`src/rtl/pipe_stage_skid_reg.sv`:
```
// Two-slot skid register for a pipeline stage boundary.
//
//   state | meaning
//   ------+----------------------------------------------
//   EMPTY | nothing held; out_valid low, in_ready high
//   ONE   | main slot valid; out_valid high, in_ready high
//   FULL  | main and skid valid; out_valid high, in_ready low
//
// in_ready comes straight from a flop, so downstream out_ready never reaches
// upstream combinationally; the skid slot absorbs the one payload that can
// arrive in the cycle the stall becomes visible.
module pipe_stage_skid_reg #(
   parameter int WIDTH          = 32,
   parameter bit CLEAR_ON_FLUSH = 1'b1,
   parameter int CNT_W          = 16
) (
   input  logic             clk,
   input  logic             rst,
   input  logic             flush,
   input  logic             in_valid,
   input  logic [WIDTH-1:0] in_data,
   output logic             in_ready,
   output logic             out_valid,
   output logic [WIDTH-1:0] out_data,
   input  logic             out_ready,
   output logic [1:0]       occupancy,
   output logic [CNT_W-1:0] stall_cnt
);

   typedef enum logic [1:0] {
      EMPTY = 2'd0,
      ONE   = 2'd1,
      FULL  = 2'd2
   } state_t;

   localparam logic [CNT_W-1:0] CNT_MAX = '1;

   state_t           state, state_nxt;
   logic [WIDTH-1:0] main_q, main_nxt;
   logic [WIDTH-1:0] skid_q, skid_nxt;
   logic             in_ready_q;
   logic [CNT_W-1:0] stall_q;
   logic             accept;
   logic             pop;

   assign out_valid = (state != EMPTY);
   assign out_data  = main_q;
   assign in_ready  = in_ready_q;
   assign occupancy = state;
   assign stall_cnt = stall_q;
   assign accept    = in_valid & in_ready_q;
   assign pop       = out_valid & out_ready;

   // Next-state and slot contents; flush overrides any handshake in the same cycle.
   always_comb begin
      state_nxt = state;
      main_nxt  = main_q;
      skid_nxt  = skid_q;
      if (flush) begin
         state_nxt = EMPTY;
         if (CLEAR_ON_FLUSH) begin
            main_nxt = '0;
            skid_nxt = '0;
         end
      end else begin
         case (state)
            EMPTY: begin
               if (accept) begin
                  main_nxt  = in_data;
                  state_nxt = ONE;
               end
            end
            ONE: begin
               if (accept && pop) begin
                  main_nxt = in_data;
               end else if (accept) begin
                  skid_nxt  = in_data;
                  state_nxt = FULL;
               end else if (pop) begin
                  state_nxt = EMPTY;
               end
            end
            FULL: begin
               if (pop) begin
                  main_nxt  = skid_q;
                  state_nxt = ONE;
               end
            end
            default: begin
               state_nxt = EMPTY;
            end
         endcase
      end
   end

   // State, slots and the registered ready flag.
   always_ff @(posedge clk) begin
      if (!rst) begin
         state      <= EMPTY;
         main_q     <= '0;
         skid_q     <= '0;
         in_ready_q <= 1'b1;
      end else begin
         state      <= state_nxt;
         main_q     <= main_nxt;
         skid_q     <= skid_nxt;
         in_ready_q <= (state_nxt != FULL);
      end
   end

   // Saturating count of cycles where downstream holds off a valid payload.
   always_ff @(posedge clk) begin
      if (!rst) begin
         stall_q <= '0;
      end else if (out_valid && !out_ready && (stall_q != CNT_MAX)) begin
         stall_q <= stall_q + 1'b1;
      end
   end

endmodule

```
`config.mk`:
```
export PLATFORM = sky130hd
export DESIGN_NAME = pipe_stage_skid_reg
export DESIGN_NICKNAME = d
export VERILOG_FILES = /design/src/rtl/pipe_stage_skid_reg.sv
export SDC_FILE = /design/constraint.sdc
export NUM_CORES = 1
export LEC_CHECK = 0
export BUFFER_PORTS_ARGS = -buffer_cell sky130_fd_sc_hd__buf_2
export CAP_MARGIN = 20
export CORE_UTILIZATION = 50
export CTS_BUF_LIST = sky130_fd_sc_hd__clkbuf_4
export DETAILED_ROUTE_END_ITERATION = 8
export GPL_TIMING_DRIVEN = 0
export PLACE_DENSITY = 0.76
export SYNTH_ARGS = -nofsm -noshare
export SYNTH_HDL_FRONTEND = slang
export SYNTH_SLANG_ARGS = --single-unit
```
`constraint.sdc`:
```
create_clock -name clk -period 1.95 [get_ports clk]
set_input_delay 0.0975 -clock clk [delete_from_list [all_inputs] [get_ports clk]]
set_output_delay 0.0975 -clock clk [all_outputs]
set_load 0.1 [all_outputs]
```
==> flow_summary.ini, run 1 <==
[synth]
netlist_instances = 405
yosys.cell_types.count = 37
synthArstFlopShare_pct = 0
seq_area_frac_synth_pct = 44.8
syn_area_per_cell_um2 = 9.15
syn-num-nets = 443
syn_area_um2 = 3710
synthFlopType = dfxtp_1
synthTopCellsByArea = dfxtp_1, a211oi_2, mux2i_1
synth-warning-count = 0
ys_seq_elements = 83
synth_largest_area_cell = dfxtp_1
synth.top_cell.area_share_pct = 44.8
synth_edf_count = 0

[finish]
layout.nets = 576
mostFrequentLayoutCell = buf_2
drive_gt1_share_pct = 32.0
post-route-util_pct = 67.0
fillers = 624
regArea_um2 = 1690
n_antenna_cell = 0
multi_input_area_um2 = 1870
final_area_um2 = 4830
mostFrequentLayoutCells = buf_2, nand2_1, dfxtp_1
synthToLayoutAreaGrowth_pct = 30.5

[route]
drtAntennaViolNets = 0
drt_pre_antenna_iters = 4
totalWireLength_mm = 9.15
viasPerCell = 5.38
vias = 3454
drc = 0
avgRoutedWirePerCell_um = 14.3
drt-initial-drc-count = 84

[worst_setup_path]
cp.required_ps = 2330
crit_chain = nand3b_1 -> a21oi_1 -> clkbuf_2 -> nor3_1 -> a211oi_2
slowest_stage = a21oi_1
path_max_fanout = 10
cp_top_family = compound AO/OA/AOI/OAI gates
crit_path_start_kind = flop
reg2reg_depth = 5
critPathKind = reg2reg
slowest_delay_ps = 420
critPathBufInv = 1
reg2reg_from = occupancy[1]
cp.arrival_ps = 2130
rrSetupSlack_ps = 200
reg2reg_to = out_data[9]
end_kind = flop

[sta]
setup_violations = 0
maxSlewHeadroom_pct = 49.1
period_minus_slack_ps = 1750
fin_crit_sh_pct = 89.7
skew_ps = 15.5
worst_pin_slew_ps = 763
final-hold-violation-count = 0
tns_ps = 0
hold_ws_ps = 102
max_freq_mhz = 572
maxSlewViolCount = 0
worst_slack_ps = 202
rsz0062_at_grt = false

[die]
die_h_um = 88.1
core_um2 = 7210
die_w_um = 88.1
start_util_pct = 51.4
io_pins = 89
dieArea_um2 = 7760
rows = 31

[grt]
grt_usage_pct = 25.1
grt_overflow = 0
antenna_found_initial = 0
grt_pass1_vias = 3316
grt_max_degree = 16
grt_first_pass_wirelength_mm = 15.2

[cts]
clk_pin_slew_ps = 150
cts_root_buf = clkbuf_4
numClockSinks = 83
cts_max_level = 3
cts_tree = built
clockBufferDepth = 2
clock_latency_ps = 450
numCtsBuffers = 9

[power_and_ir_drop]
power_per_cell_area_nw_per_um2 = 783
p_leak_nw = 2.05
ir_drop_uv = 515

[placement]
placed_area_um2 = 4290
gp_congestion = 0.866
hpwl_mm = 6.25
port_buffers = 88
dp_slack_ps = 88.4

[hold_path]
hp-start = in_valid
hold_path_class = in2reg
hold_path_end = occupancy[0]
hold_depth = 4

[status]
status = complete, no violations

[run]
max-cap-violations = 0
cells in the mapped netlist (2+ instances only):
cell,instances
dfxtp_1,83
nand2_1,78
a21oi_1,45
mux2i_1,34
nor3_1,32
a211oi_2,30
clkbuf_1,19
nand3_1,7
buf_2,6
o21ai_0,6
or4_1,6
buf_6,5
nand4_1,5
o31ai_1,5
or3_1,5
inv_1,4
and3_1,3
and4_1,3
nand2b_1,3
nand3b_1,3
nor2_1,3
a211oi_1,2
nor3b_1,2
o21ba_2,2
o41ai_1,2
metrics by stage:
step	power (W)	std cells
3_3_place_gp	0.00246	592
5_1_grt	0.00393	642
2_1_floorplan	0.00232	405
3_5_place_dp	0.00247	592
4_1_cts	0.00380	642
6_report	0.00379	642
flip-flops by register name (all words and copies together), names as in the netlist:
| register | flops |
|---|---|
| out_data | 32 |
| skid_q | 32 |
| stall_cnt | 16 |
| occupancy | 2 |
| in_ready | 1 |
metal layers:
metal	up-vias	wire, um	track usage, %
met5	-	0	0
met4	0	212	10.9
met3	18	447	5.09
met2	87	4310	42.3
met1	1617	4180	31.3
li1	1732	-	-
what timing repair did:
item	4_1_cts	5_1_grt
gates resized for setup	0	7
setup buffers	0	0
hold buffers	34	0
setup endpoints to repair	0	30
hold endpoints to repair	38	0
where the power goes:
part | internal (W) | leakage [nW] | switching [W] | total (W)
combinational | 0.000203 | 1.27 | 0.000520 | 0.000724
sequential | 0.00174 | 0.682 | 0.0000230 | 0.00176
clock | 0.000659 | 0.0971 | 0.000642 | 0.00130
total | 0.00260 | 2.05 | 0.00119 | 0.00379
cell type report:
cell class	instances	share of cell area, %
Inverter	4	0.311
Clock buffer	9	1.40
Buffer	31	3.49
Tap cell	99	2.56
Sequential cell	83	34.9
Multi-Input combinational cell	287	38.7
Timing Repair Buffer	122	16.1
Clock inverter	7	2.56
worst max path at each step:
stage,start,end,slack (ps),cells after the start
finish,occupancy[1],out_data[9],200,5
global route,stall_cnt[1],stall_cnt[4],30,6
CTS,occupancy[1],out_data[22],60,5
detailed placement,occupancy[1],out_data[22],90,5
global placement,occupancy[1],out_data[16],150,5
floorplan,occupancy[0],stall_cnt[0],-90,5
worst register-to-register path: cells and delay by family, from the launching register on:
kind / cells / cell delay, ps
DFF: 1 / 380
buffers and inverters: 1 / 350
and+or+nand+nor: 2 / 300
AOI/OAI and AO/OA: 2 / 660
cell families (layout without fill, tap and decap cells):
family	count (synthesis)	after routing	synth area share, %
AOI/OAI and AO/OA	96	96	20.3
buffers and inverters	35	173	4.86
and+or+nand+nor	156	156	20.5
adders and majority gates	1	1	0.338
DFF	83	83	44.8
muxes	34	34	9.18
No activity file was read; power rests on OpenSTA's default activity.
==> run 2, diff against run 1 <==
--- a/config.mk
+++ b/config.mk
@@ -12,6 +12,7 @@
 export DETAILED_ROUTE_END_ITERATION = 8
 export GPL_TIMING_DRIVEN = 0
 export PLACE_DENSITY = 0.76
+export RECOVER_POWER = 100
 export SYNTH_ARGS = -nofsm -noshare
 export SYNTH_HDL_FRONTEND = slang
 export SYNTH_SLANG_ARGS = --single-unit
==> flow_summary.ini, run 2 (synthesis gave the netlist of run 1 again) <==
[status]
status = complete, no violations

[hold_path]
hp-start = in_valid
hold_path_end = occupancy[0]
hold_depth = 4
hold_path_class = in2reg

[worst_setup_path]
rrSetupSlack_ps = 130
cp.arrival_ps = 2130
cp_top_family = buffers and inverters
cp.required_ps = 2260
critical_path_depth = 6
slowest_delay_ps = 390
slowest_stage = clkbuf_2
crit_start = occupancy[0]
crit_path_start_kind = flop
reg2reg_from = occupancy[0]
crit_chain = buf_2 -> or2b_1 -> clkbuf_1 -> clkbuf_2 -> mux2i_1 -> a211oi_2
end_kind = flop
reg2reg_depth = 6
reg2reg_to = out_data[15]
critPathBufInv = 3
critPathKind = reg2reg
path_max_fanout = 10

[sta]
max_freq_mhz = 549
rsz0062_at_grt = false
worst_slack_ps = 127
setup_violations = 0
worst_pin_slew_ps = 768
period_minus_slack_ps = 1820
final-hold-violation-count = 0
hold_ws_ps = 107
tns_ps = 0
maxSlewHeadroom_pct = 48.8
fin_crit_sh_pct = 93.5
maxSlewViolCount = 0
skew_ps = 15.7

[finish]
final_area_um2 = 4830
n_antenna_cell = 0
regArea_um2 = 1680
multi_input_area_um2 = 1860
mostFrequentLayoutCells = nand2_1, dfxtp_1, clkbuf_2
synthToLayoutAreaGrowth_pct = 30.2
post-route-util_pct = 66.9
drive_gt1_share_pct = 31.1
mostFrequentLayoutCell = nand2_1
layout.nets = 576
fillers = 624

[grt]
grt.met2_usage_pct = 42.3
grt_use_met1_pct = 31.3
grt.busiest_layer = met2
grt_overflow = 0
grt_usage_pct = 25.1
grt_first_pass_wirelength_mm = 15.2
use_met3_pct = 5.09
grt_max_degree = 16
antenna_found_initial = 0
grt_pass1_vias = 3316

[route]
vias = 3466
drc = 0
avgRoutedWirePerCell_um = 14.3
drt_pre_antenna_iters = 4
viasPerCell = 5.40
totalWireLength_mm = 9.16
drt-initial-drc-count = 105
drtAntennaViolNets = 0

[cts]
clock_latency_ps = 440
cts_max_level = 3
cts_tree = built
cts_root_buf = clkbuf_4
clockBufferDepth = 2
numCtsBuffers = 9
clk_pin_slew_ps = 130
numClockSinks = 83

[power_and_ir_drop]
ir_drop_uv = 510
power_per_cell_area_nw_per_um2 = 784
p_leak_nw = 2.02

[placement]
dp_slack_ps = 88.4
placed_area_um2 = 4290
hpwl_mm = 6.25
gp_congestion = 0.866
port_buffers = 88

[die]
core_um2 = 7210
die_w_um = 88.1
rows = 31
start_util_pct = 51.4
dieArea_um2 = 7760
die_h_um = 88.1
io_pins = 89

[run]
max-cap-violations = 0
-- run 2: worst max path at each step --
stage	slack (ps)	to
after floorplan	-90	stall_cnt[0]
after global placement	150	out_data[16]
after detailed placement	90	out_data[22]
after CTS	60	out_data[22]
after global routing	20	out_data[9]
final	130	out_data[15]
-- run 2: through the flow --
step,cells,power (W)
after floorplan,405,0.00232
after global placement,592,0.00246
after detailed placement,592,0.00247
after CTS,642,0.00380
after global routing,642,0.00393
final,642,0.00378
-- run 2: final cells by class --
type	instances	area share, %
flip-flops and latches	83	34.9
well taps	99	2.57
clock inverters	7	2.57
plain buffers	31	3.47
inverters	4	0.311
clock buffers	9	1.40
multi-input cells	287	38.6
repair buffers	122	16.2
-- run 2: power breakdown --
part | switching (W) | internal, W | total, W
sequential | 0.0000249 | 0.00174 | 0.00176
combinational | 0.000519 | 0.000201 | 0.000720
clock | 0.000640 | 0.000660 | 0.00130
-- run 2: worst min-delay path, cell delays in order --
cell	delay, ps
buf_2	110
nand3_1	70
a21oi_1	120
o21ba_2	120
-- run 2: per-layer routing --
layer  wire (um)  share of wire, %
met2        4290                47
met1        4230                46
met4         203               2.2
met3         439               4.8
met5           0                 0
-- run 2: repair_timing --
| item | CTS | global route |
|---|---|---|
| endpoints found under the hold margin | 38 | 0 |
| setup endpoints to repair | 0 | 30 |
| setup buffers | 0 | 0 |
| hold buffers | 34 | 0 |
| resized for setup | 0 | 7 |
